[config.mk]
export PLATFORM = sky130hd
export DESIGN_NAME = mem_lsu
export DESIGN_NICKNAME = d
export VERILOG_FILES = /design/src/rtl/mem_lsu_pkg.sv /design/src/rtl/mem_lsu_align.sv /design/src/rtl/mem_lsu.sv
export SDC_FILE = /design/constraint.sdc
export NUM_CORES = 1
export LEC_CHECK = 0
export CORE_MARGIN = 8
export CORE_UTILIZATION = 42
export CTS_BUF_LIST = sky130_fd_sc_hd__clkbuf_8 sky130_fd_sc_hd__clkbuf_16
export CTS_CLUSTER_SIZE = 25
export DETAILED_ROUTE_END_ITERATION = 10
export MAX_ROUTING_LAYER = met4
export PLACE_DENSITY = 0.81
export SKIP_LAST_GASP = 1
export SLEW_MARGIN = 5
export SYNTH_ARGS = -nofsm -noshare
export SYNTH_HDL_FRONTEND = slang
export SYNTH_SLANG_ARGS = --single-unit
[constraint.sdc]
create_clock -name clk -period 5.3 [get_ports clk]
set_input_delay 1.06 -clock clk [delete_from_list [all_inputs] [get_ports clk]]
set_output_delay 1.06 -clock clk [all_outputs]
set_load 0.01 [all_outputs]
[src/rtl/mem_lsu_pkg.sv]
// Shared definitions for the MEM-stage load/store unit: op codes, FSM states, byte-select
// width and a small decoder that classifies an ALU op as a memory access.
package mem_lsu_pkg;

  localparam int unsigned MemSelBus = 4;

  // ALU op codes seen by the MEM stage (memory ops plus the ones the pipeline passes through)
  localparam logic [7:0] EXE_NOP_OP = 8'b0000_0000;
  localparam logic [7:0] EXE_ADD_OP = 8'b0010_0000;
  localparam logic [7:0] EXE_LB_OP  = 8'b1110_0000;
  localparam logic [7:0] EXE_LH_OP  = 8'b1110_0001;
  localparam logic [7:0] EXE_LW_OP  = 8'b1110_0011;
  localparam logic [7:0] EXE_LBU_OP = 8'b1110_0100;
  localparam logic [7:0] EXE_LHU_OP = 8'b1110_0101;
  localparam logic [7:0] EXE_SB_OP  = 8'b1110_1000;
  localparam logic [7:0] EXE_SH_OP  = 8'b1110_1001;
  localparam logic [7:0] EXE_SW_OP  = 8'b1110_1011;

  localparam logic [4:0] NOP_REG_ADDR = 5'd0;

  typedef enum logic [1:0] {StIdle, StWait, StDone} lsu_state_e;

  typedef enum logic [1:0] {SzByte, SzHalf, SzWord} mem_size_e;

  typedef struct packed {
    logic      is_mem;
    logic      is_store;
    logic      is_signed;
    mem_size_e size;
  } mem_op_t;

  function automatic mem_op_t decode_mem_op(input logic [7:0] op);
    mem_op_t d;
    d.is_mem    = 1'b1;
    d.is_store  = 1'b0;
    d.is_signed = 1'b0;
    d.size      = SzWord;
    case (op)
      EXE_LB_OP:  begin d.size = SzByte; d.is_signed = 1'b1; end
      EXE_LBU_OP: d.size = SzByte;
      EXE_LH_OP:  begin d.size = SzHalf; d.is_signed = 1'b1; end
      EXE_LHU_OP: d.size = SzHalf;
      EXE_LW_OP:  d.size = SzWord;
      EXE_SB_OP:  begin d.size = SzByte; d.is_store = 1'b1; end
      EXE_SH_OP:  begin d.size = SzHalf; d.is_store = 1'b1; end
      EXE_SW_OP:  begin d.size = SzWord; d.is_store = 1'b1; end
      default:    d.is_mem = 1'b0;
    endcase
    return d;
  endfunction

endpackage

[src/rtl/mem_lsu_align.sv]
// Combinational lane logic for the load/store unit (big-endian byte lanes).
// Ports:
//   aluop_i      op code from ex_mem
//   addr_lo_i    low two bits of the effective address
//   st_data_i    store data (rt)
//   rdata_i      captured load word
//   op_o         decoded op class
//   sel_o        byte enables, bit 3 = bits 31:24
//   st_lanes_o   store data replicated across the lanes
//   misaligned_o access violates natural alignment
//   ld_data_o    selected load lane, sign- or zero-extended
module mem_lsu_align
  import mem_lsu_pkg::*;
(
  input  logic [7:0]           aluop_i,
  input  logic [1:0]           addr_lo_i,
  input  logic [31:0]          st_data_i,
  input  logic [31:0]          rdata_i,
  output mem_op_t              op_o,
  output logic [MemSelBus-1:0] sel_o,
  output logic [31:0]          st_lanes_o,
  output logic                 misaligned_o,
  output logic [31:0]          ld_data_o
);

  logic [7:0]  ld_byte;
  logic [15:0] ld_half;

  always_comb begin
    op_o         = decode_mem_op(aluop_i);
    sel_o        = '0;
    st_lanes_o   = '0;
    misaligned_o = 1'b0;
    ld_data_o    = '0;

    case (addr_lo_i)
      2'd0:    ld_byte = rdata_i[31:24];
      2'd1:    ld_byte = rdata_i[23:16];
      2'd2:    ld_byte = rdata_i[15:8];
      default: ld_byte = rdata_i[7:0];
    endcase
    ld_half = addr_lo_i[1] ? rdata_i[15:0] : rdata_i[31:16];

    case (op_o.size)
      SzByte: begin
        sel_o      = 4'b1000 >> addr_lo_i;
        st_lanes_o = {4{st_data_i[7:0]}};
        ld_data_o  = {{24{op_o.is_signed & ld_byte[7]}}, ld_byte};
      end
      SzHalf: begin
        sel_o        = addr_lo_i[1] ? 4'b0011 : 4'b1100;
        st_lanes_o   = {2{st_data_i[15:0]}};
        misaligned_o = addr_lo_i[0];
        ld_data_o    = {{16{op_o.is_signed & ld_half[15]}}, ld_half};
      end
      default: begin
        sel_o        = 4'b1111;
        st_lanes_o   = st_data_i;
        misaligned_o = |addr_lo_i;
        ld_data_o    = rdata_i;
      end
    endcase

    if (!op_o.is_mem) misaligned_o = 1'b0;
  end

endmodule

[src/rtl/mem_lsu.sv]
// MEM stage load/store unit between ex_mem and mem_wb. Non-memory ops pass straight through;
// loads/stores run one req/ack transaction on the data RAM with a timeout, stalling the
// pipeline until the result is ready.
// Ports:
//   clk, rst            clock, asynchronous active-high reset
//   ex_*                stage inputs from ex_mem (held stable by the stall)
//   ram_rdata, ram_ack  RAM response
//   ram_*               registered RAM request
//   mem_*               result to mem_wb
//   stall_req           freeze request to ctrl
//   addr_err, bus_err   one-cycle error pulses
module mem_lsu
  import mem_lsu_pkg::*;
#(
  parameter int unsigned TIMEOUT_CYC = 16
) (
  input  logic                 clk,
  input  logic                 rst,
  input  logic [4:0]           ex_waddr,
  input  logic                 ex_we,
  input  logic [31:0]          ex_wdata,
  input  logic [7:0]           ex_aluop,
  input  logic [31:0]          ex_mem_addr,
  input  logic [31:0]          ex_st_data,
  input  logic [31:0]          ram_rdata,
  input  logic                 ram_ack,
  output logic                 ram_req,
  output logic                 ram_we,
  output logic [31:0]          ram_addr,
  output logic [MemSelBus-1:0] ram_sel,
  output logic [31:0]          ram_wdata,
  output logic [4:0]           mem_waddr,
  output logic                 mem_we,
  output logic [31:0]          mem_wdata,
  output logic                 stall_req,
  output logic                 addr_err,
  output logic                 bus_err
);

  localparam int unsigned CntW = (TIMEOUT_CYC > 2) ? $clog2(TIMEOUT_CYC) : 1;
  localparam logic [CntW-1:0] CntLast = CntW'(TIMEOUT_CYC - 1);

  lsu_state_e state_q, state_d;
  logic [CntW-1:0] cnt_q, cnt_d;
  logic ram_req_q, ram_req_d;
  logic ram_we_q, ram_we_d;
  logic [31:0] ram_addr_q, ram_addr_d;
  logic [MemSelBus-1:0] ram_sel_q, ram_sel_d;
  logic [31:0] ram_wdata_q, ram_wdata_d;
  logic [31:0] rdata_q, rdata_d;

  mem_op_t op;
  logic [MemSelBus-1:0] sel;
  logic [31:0] st_lanes;
  logic misaligned;
  logic [31:0] ld_data;

  logic [4:0]  mem_waddr_c;
  logic        mem_we_c;
  logic [31:0] mem_wdata_c;
  logic        stall_c;
  logic        addr_err_c;
  logic        bus_err_c;

  mem_lsu_align u_align (
    .aluop_i      (ex_aluop),
    .addr_lo_i    (ex_mem_addr[1:0]),
    .st_data_i    (ex_st_data),
    .rdata_i      (rdata_q),
    .op_o         (op),
    .sel_o        (sel),
    .st_lanes_o   (st_lanes),
    .misaligned_o (misaligned),
    .ld_data_o    (ld_data)
  );

  always_comb begin
    state_d     = state_q;
    cnt_d       = cnt_q;
    ram_req_d   = ram_req_q;
    ram_we_d    = ram_we_q;
    ram_addr_d  = ram_addr_q;
    ram_sel_d   = ram_sel_q;
    ram_wdata_d = ram_wdata_q;
    rdata_d     = rdata_q;
    mem_waddr_c = ex_waddr;
    mem_we_c    = 1'b0;
    mem_wdata_c = '0;
    stall_c     = 1'b0;
    addr_err_c  = 1'b0;
    bus_err_c   = 1'b0;

    case (state_q)
      StIdle: begin
        if (!op.is_mem) begin
          mem_we_c    = ex_we;
          mem_wdata_c = ex_wdata;
        end else if (misaligned) begin
          addr_err_c = 1'b1;
        end else begin
          stall_c     = 1'b1;
          ram_req_d   = 1'b1;
          ram_we_d    = op.is_store;
          ram_addr_d  = {ex_mem_addr[31:2], 2'b00};
          ram_sel_d   = sel;
          ram_wdata_d = st_lanes;
          rdata_d     = '0;
          cnt_d       = '0;
          state_d     = StWait;
        end
      end
      StWait: begin
        stall_c = 1'b1;
        cnt_d   = cnt_q + CntW'(1);
        if (ram_ack) begin
          rdata_d   = ram_rdata;
          ram_req_d = 1'b0;
          state_d   = StDone;
        end else if (cnt_q == CntLast) begin
          // Abort: a timed-out load returns zero rather than stale bus data
          rdata_d   = '0;
          ram_req_d = 1'b0;
          bus_err_c = 1'b1;
          state_d   = StDone;
        end
      end
      StDone: begin
        if (!op.is_store) begin
          mem_we_c    = ex_we;
          mem_wdata_c = ld_data;
        end
        cnt_d   = '0;
        state_d = StIdle;
      end
      default: state_d = StIdle;
    endcase
  end

  always_ff @(posedge clk or posedge rst) begin
    if (rst) begin
      state_q     <= StIdle;
      cnt_q       <= '0;
      ram_req_q   <= 1'b0;
      ram_we_q    <= 1'b0;
      ram_addr_q  <= '0;
      ram_sel_q   <= '0;
      ram_wdata_q <= '0;
      rdata_q     <= '0;
    end else begin
      state_q     <= state_d;
      cnt_q       <= cnt_d;
      ram_req_q   <= ram_req_d;
      ram_we_q    <= ram_we_d;
      ram_addr_q  <= ram_addr_d;
      ram_sel_q   <= ram_sel_d;
      ram_wdata_q <= ram_wdata_d;
      rdata_q     <= rdata_d;
    end
  end

  assign ram_req   = ram_req_q;
  assign ram_we    = ram_we_q;
  assign ram_addr  = ram_addr_q;
  assign ram_sel   = ram_sel_q;
  assign ram_wdata = ram_wdata_q;

  // The passthrough path is combinational, so reset has to mask it explicitly
  assign mem_waddr = rst ? NOP_REG_ADDR : mem_waddr_c;
  assign mem_we    = rst ? 1'b0 : mem_we_c;
  assign mem_wdata = rst ? 32'd0 : mem_wdata_c;
  assign stall_req = rst ? 1'b0 : stall_c;
  assign addr_err  = rst ? 1'b0 : addr_err_c;
  assign bus_err   = rst ? 1'b0 : bus_err_c;

endmodule

# [Yosys cells after proc, flatten, opt, wreduce, memory -nomap -nowiden]
# Cells that the tools add are included.
[op_classes] n_reduce_logical=15 n_shift=1 eq_ne=17 bitwise=3 n_addsub=1 muxes=51
[op_table] operator="$pmux 32 s2" count=4
[op_table] operator="$mux 32" count=7
[op_table] operator="$eq 8x8->1 const B" count=8
[op_table] operator="$pmux 8 s3" count=1
[op_table] operator="$mux 1" count=22
[op_table] operator="$mux 16" count=1
[op_table] operator="$mux 4" count=3
[op_table] operator="$pmux 4 s3" count=1
[op_table] operator="$reduce_and 3->1" count=3
[op_table] operator="$reduce_or 3->1" count=3
[op_table] operator="$mux 2" count=4
[op_table] operator="$pmux 1 s2" count=4
[op_table] operator="$pmux 2 s2" count=2
[op_table] operator="$pmux 4 s2" count=1
[op_table] operator="$reduce_or 8->1" count=1
[op_table] operator="$eq 2x1->1 const B" count=3
[op_table] operator="$logic_not 2->1" count=3
[op_table] operator="$mux 5" count=1
[op_table] operator="$add 4x1->4 const B" count=1
[op_table] operator="$eq 2x2->1 const B" count=2
[op_table] operator="$eq 4x4->1 const B" count=1
[op_table] operator="$ne 2x2->1 const B" count=2
[op_table] operator="$reduce_and 4->1" count=1
[op_table] operator="$reduce_or 2->1" count=2
[op_table] operator="6 further kinds" count=7
[word_totals] in_bits=145 reg_bits=106

# [Longest topological paths before layout]
# Gate-level depths: netlist of the first run.
[depth] depth_word=10 mapped_depth=7 ltp_nobuf=5

# [Modules after synthesis]
# From an unflattened synthesis of the first run, not the netlist that was laid out.
[hier_totals] cells_unflattened=477 hier_area_um2=5816.8
[by_module_without_submodules] mod="mem_lsu" area_each_um2=4498.1 cells_per_inst=345 n_inst=1 seq_area_each_um2=2652.5
[by_module_without_submodules] mod="mem_lsu_align" area_each_um2=1318.8 cells_per_inst=132 n_inst=1 seq_area_each_um2=0.0

# [Least setup slack after synthesis of the first run]
# Ideal clock, no wire load.
[synth_path] kind="in2out" start="input port ex_mem_addr[0]" end="output port mem_wdata[21]" t_required_ns=4.240 cell_stages=6 path_buffers=2 path_slack_ns=1.914 t_arrival_ns=2.326 path_cell_list="buf_6 -> mux4_2 -> o2bb2ai_2 -> o221ai_4 -> buf_6 -> o2bb2ai_1"
[synth_between] elab_chain_len=7 elab_cells_between_ends=9
[synth_lines] element="from (decl)" line_no="mem_lsu.sv:23" text="input logic [31:0] ex_mem_addr,"
[synth_lines] element="$eq 2x2->1, or another cell as far along" line_no="mem_lsu_align.sv:36" text="case (addr_lo_i)"
[synth_lines] element="$pmux 8 s3 *" line_no="mem_lsu_align.sv:36"
[synth_lines] element="$and 1x1->1 *" line_no="mem_lsu_align.sv:48" text="ld_data_o = {{24{op_o.is_signed & ld_byte[7]}}, ld_byte};"
[synth_lines] element="$pmux 32 s2 *" line_no="mem_lsu_align.sv:44" text="case (op_o.size)"
[synth_lines] element="$mux 32 *" line_no="mem_lsu.sv:128" text="if (!op.is_store) begin"
[synth_lines] element="$pmux 32 s2 *" line_no="mem_lsu.sv:93" text="case (state_q)"
[synth_lines] element="$mux 32 *" line_no="mem_lsu.sv:170" text="assign mem_wdata = rst ? 32'd0 : mem_wdata_c;"
[synth_lines] element="to (decl)" line_no="mem_lsu.sv:34" text="output logic [31:0] mem_wdata,"
# Every way passes the cells marked *; elsewhere a longest branch is shown, timed or not.

# [Final worst setup path of the first run]
[layout_path] start="input port ex_mem_addr[1]" end="output port mem_wdata[9]"
[layout_between] elab_chain_len=7 elab_cells_between_ends=10
[layout_lines] element="$eq 2x2->1, or another cell as far along" line_no="mem_lsu_align.sv:36"
[layout_lines] element="$pmux 8 s3" line_no="mem_lsu_align.sv:36"
[layout_lines] element="$and 1x1->1" line_no="mem_lsu_align.sv:48"
[layout_lines] element="$pmux 32 s2 *" line_no="mem_lsu_align.sv:44"
[layout_lines] element="$mux 32 *" line_no="mem_lsu.sv:128"
[layout_lines] element="$pmux 32 s2 *" line_no="mem_lsu.sv:93"
[layout_lines] element="$mux 32 *" line_no="mem_lsu.sv:170"
# Marked as above.

==> results of run 1 <==
## layer usage
metal | up-vias | GRT usage, %
li1 | 2593 | -
met1 | 2769 | 29.7
met2 | 343 | 37.9
met3 | 61 | 6.86
met4 | 0 | 12.7
met5 | - | -
## final timing paths
kind                                             start                       end
worst min-delay path            ram_sel[2]$_DFFE_PP0P_    ram_sel[2]$_DFFE_PP0P_
worst max register to register  state_q[1]$_DFFE_PP0P_   rdata_q[25]$_DFFE_PP0P_
min in group asynchronous                          rst   ram_addr[7]$_DFFE_PP0P_
worst min register to register  ram_sel[2]$_DFFE_PP0P_    ram_sel[2]$_DFFE_PP0P_
max in group asynchronous                          rst  ram_addr[10]$_DFFE_PP0P_
worst max-delay path                    ex_mem_addr[1]              mem_wdata[9]
## area by class of cell
cell class / instances / area share [%]
Clock buffer: 9 / 2.64
Multi-Input combinational cell: 440 / 31.2
Sequential cell: 106 / 31.1
Tap cell: 176 / 2.58
Clock inverter: 7 / 0.925
Antenna cell: 1 / 0.0294
Inverter: 6 / 0.294
Timing Repair Buffer: 270 / 31.2
## sequential cells by signal, summed over array words and instances (netlist names)
name and count:
ram_sel 4, ram_req 1, rdata_q 32, state_q 2, ram_addr 30, ram_wdata 32, ram_we 1, cnt_q 4
## metrics by stage
step / total power, uW / setup slack (ns) / hold WS [ns] / cells / utilization (%)
floorplan: 1490 / 1.23 / 0.483 / 602 / -
global placement: 1990 / 0.689 / 0.456 / 998 / 62.8
detailed placement: 2020 / 0.645 / 0.460 / 998 / 62.8
CTS: 2710 / 0.643 / 0.475 / 1014 / 65.1
global route: 2820 / 0.441 / 0.500 / 1015 / 65.1
finish: 2690 / 0.597 / 0.467 / 1015 / 65.1
## cell families (layout without fill, tap and decap cells)
family	after synthesis	in the layout	share of synthesized area, %
buf+inv	56	292	5.14
simple gates	264	264	20.7
fa+ha+maj	1	1	0.225
other cells	1	3	0.0673
flops	106	106	47.6
xor+xnor	3	3	0.472
compound gates	158	158	23.2
mux	12	12	2.61
## worst min-delay path, stage by stage, from the launching register on
cell and delay [ns]:
dfrtp_1 0.34, nand2_1 0.05, nand2_1 0.05
## cells in the final DEF (no fill, tap or decap), types with 2 or more instances in the layout
master and n:
o21ai_0 8, nor2b_1 10, a21oi_1 17, o31ai_1 16, a31oi_1 10, buf_4 17, nor2_1 48, inv_1 4
a211oi_1 9, and2_1 10, a221o_1 15, clkdlybuf4s50_1 253, mux2_2 10, xnor2_1 3, dfrtp_1 106, and3_1 3
clkinv_4 2, conb_1 2, nand2_1 161, clkbuf_16 9, nand3_1 8, o2bb2ai_1 24, a22oi_1 8, nand2b_1 3
nor3_1 2, a22o_1 37, nand4b_1 8, clkinvlp_4 2
## power breakdown
group	leakage (uW)	total (uW)	internal (uW)	switching [uW]
Sequential	0.00137	1150	993	160
Clock	0.000144	680	371	309
Combinational	0.00210	854	500	354
==> summary.md, run 1 <==
| Metric | Value |
|---|---|
| Syn Inst Count | 601 |
| Vias in the first global route | 5961 |
| Worst-Skew Late Latency | 0.34 ns |
| Synthesized flop and latch total | 106 |
| Slew headroom | 37.8% |
| First-pass GRT wire length | 33400 um |
| Initial antenna violation count | 1 |
| Largest net degree at the start of global routing | 76 |
| Synth Cell Area | 5570 sq um |
| Clock Tree Root | clkbuf_16 |
| Initial core utilization | 42.6% |
| WL met3 | 1940 um |
| Crit path depth | 6 |
| Final setup viols | 0 |
| CP bufs+invs | 2 |
| DR WL met2 | 9860 um |
| Syn_area_per_cell | 9.27 sq um |
| Routability Congestion | 0.959 |
| Critical Path Sink Type | primary output |
| Register Area | 2650 sq um |
| Power density cells | 315 nW/um^2 |
| Drt first pass iters | 5 |
| Leakage | 0.00361 uW |
| RSZ-0062 raised after global routing | no |
| Longest Clk Path Bufs | 2 |
| Fin crit share | 88.7% |
| Data required, critical path | 4.24 ns |
| Global route overflow | 0 |
| Top post-synthesis cells by area | dfrtp_1, nand2_1, a22o_1, o2bb2ai_1, nor2_1 |
| Vias | 5766 |
| Wire per inst | 21.0 um |
| Critical Path Max Stage Delay | 0.85 ns |
| WL final | 21300 um |
| DRC | 0 |
| Clock buffer count from CTS | 9 |
| Routed length on met1 | 8500 um |
| CTS H-Tree Depth | 3 |
| Critical Path Source Type | primary input |
| CTS Sinks | 106 |
| Worst Skew | 0.00466 ns |
| Buffers on Ports | 253 |
| Worst path top cell family by delay | buffers and inverters |
| Top FF cell, synth | dfrtp_1 |
| Worst-path clk slew | 0.07 ns |
| Core area | 13100 sq um |
| Post-synthesis sequential area ratio | 47.6% |
| Hold Fails Final Rpt | 0 |
| Design area | 8520 sq um |
| Tot GR Track Use | 24.9% |
| Die Area | 17200 sq um |
| Post-synth EDFFs | 0 |
| Row cnt | 42 |
| Synth top area share | 47.6% |
| TritonCTS clock tree | built |
| Synth unique cells | 54 |
| Min Tclk post-route | 4.70 ns |
| FF-to-FF setup slack | 2.93 ns |
| DR top layer | met4 |
| Crit-path cells | clkdlybuf4s50_1 > nor2_1 > a22oi_2 > o2bb2ai_1 > a221o_1 > clkdlybuf4s50_1 |
| WS Path Type | in2out |
| Max IR drop VDD | 0.148 mV |
| Post-synth ARST share | 100% |
| Post-CTS sizing | 0 |
| Area of the multi-input gates | 2660 sq um |
| Count leader, synth | nand2_1 |
| Max Cap Violations | 0 |
| Hold Path Depth | 2 |
| Vias per cell | 5.68 |
| DRT iter0 DRCs | 557 |
| Post-synth top cells | nand2_1, dfrtp_1, nor2_1 |
| Min-Delay Path Class | reg2reg |
| Layout net count | 979 |
| Placed cell area | 8220 sq um |
| Cell taking the most area after synthesis | dfrtp_1 |
| Fmax | 0.213 GHz |
| TNS Setup | 0 ns |
| Post-CTS Setup Bufs | 0 |
| Fill count | 1034 |
| CTS Hold Bufs | 0 |
| IO Pins | 256 |
| WP data arrival | 3.64 ns |
| CP max stage cell | clkdlybuf4s50_1 |
| Cells on worst reg2reg path | 6 |
| Die W | 131 um |
| Die height | 131 um |
| Slew @ Worst Pin | 0.933 ns |
| Share of cells above drive strength 1 | 7.16% |
| Antenna viol nets, final | 0 |
| Critical path's most frequent cell | clkdlybuf4s50_1 |
| Crit Path Max Fanout | 17 |
| Slew Limit Fails | 0 |
| Outcome | complete, no violations |
| P&R area growth vs syn | 53.0% |
| Detailed Place HPWL | 16200 um |
| Yosys warnings | 0 |
(Power assumes the default switching activity.)
==> run 2: changes to the inputs <==
CTS_BUF_LIST = default   (was sky130_fd_sc_hd__clkbuf_8 sky130_fd_sc_hd__clkbuf_16)
==> results of run 2 <==
Same layout as run 1: the final DEF is identical, and so are final timing and power.
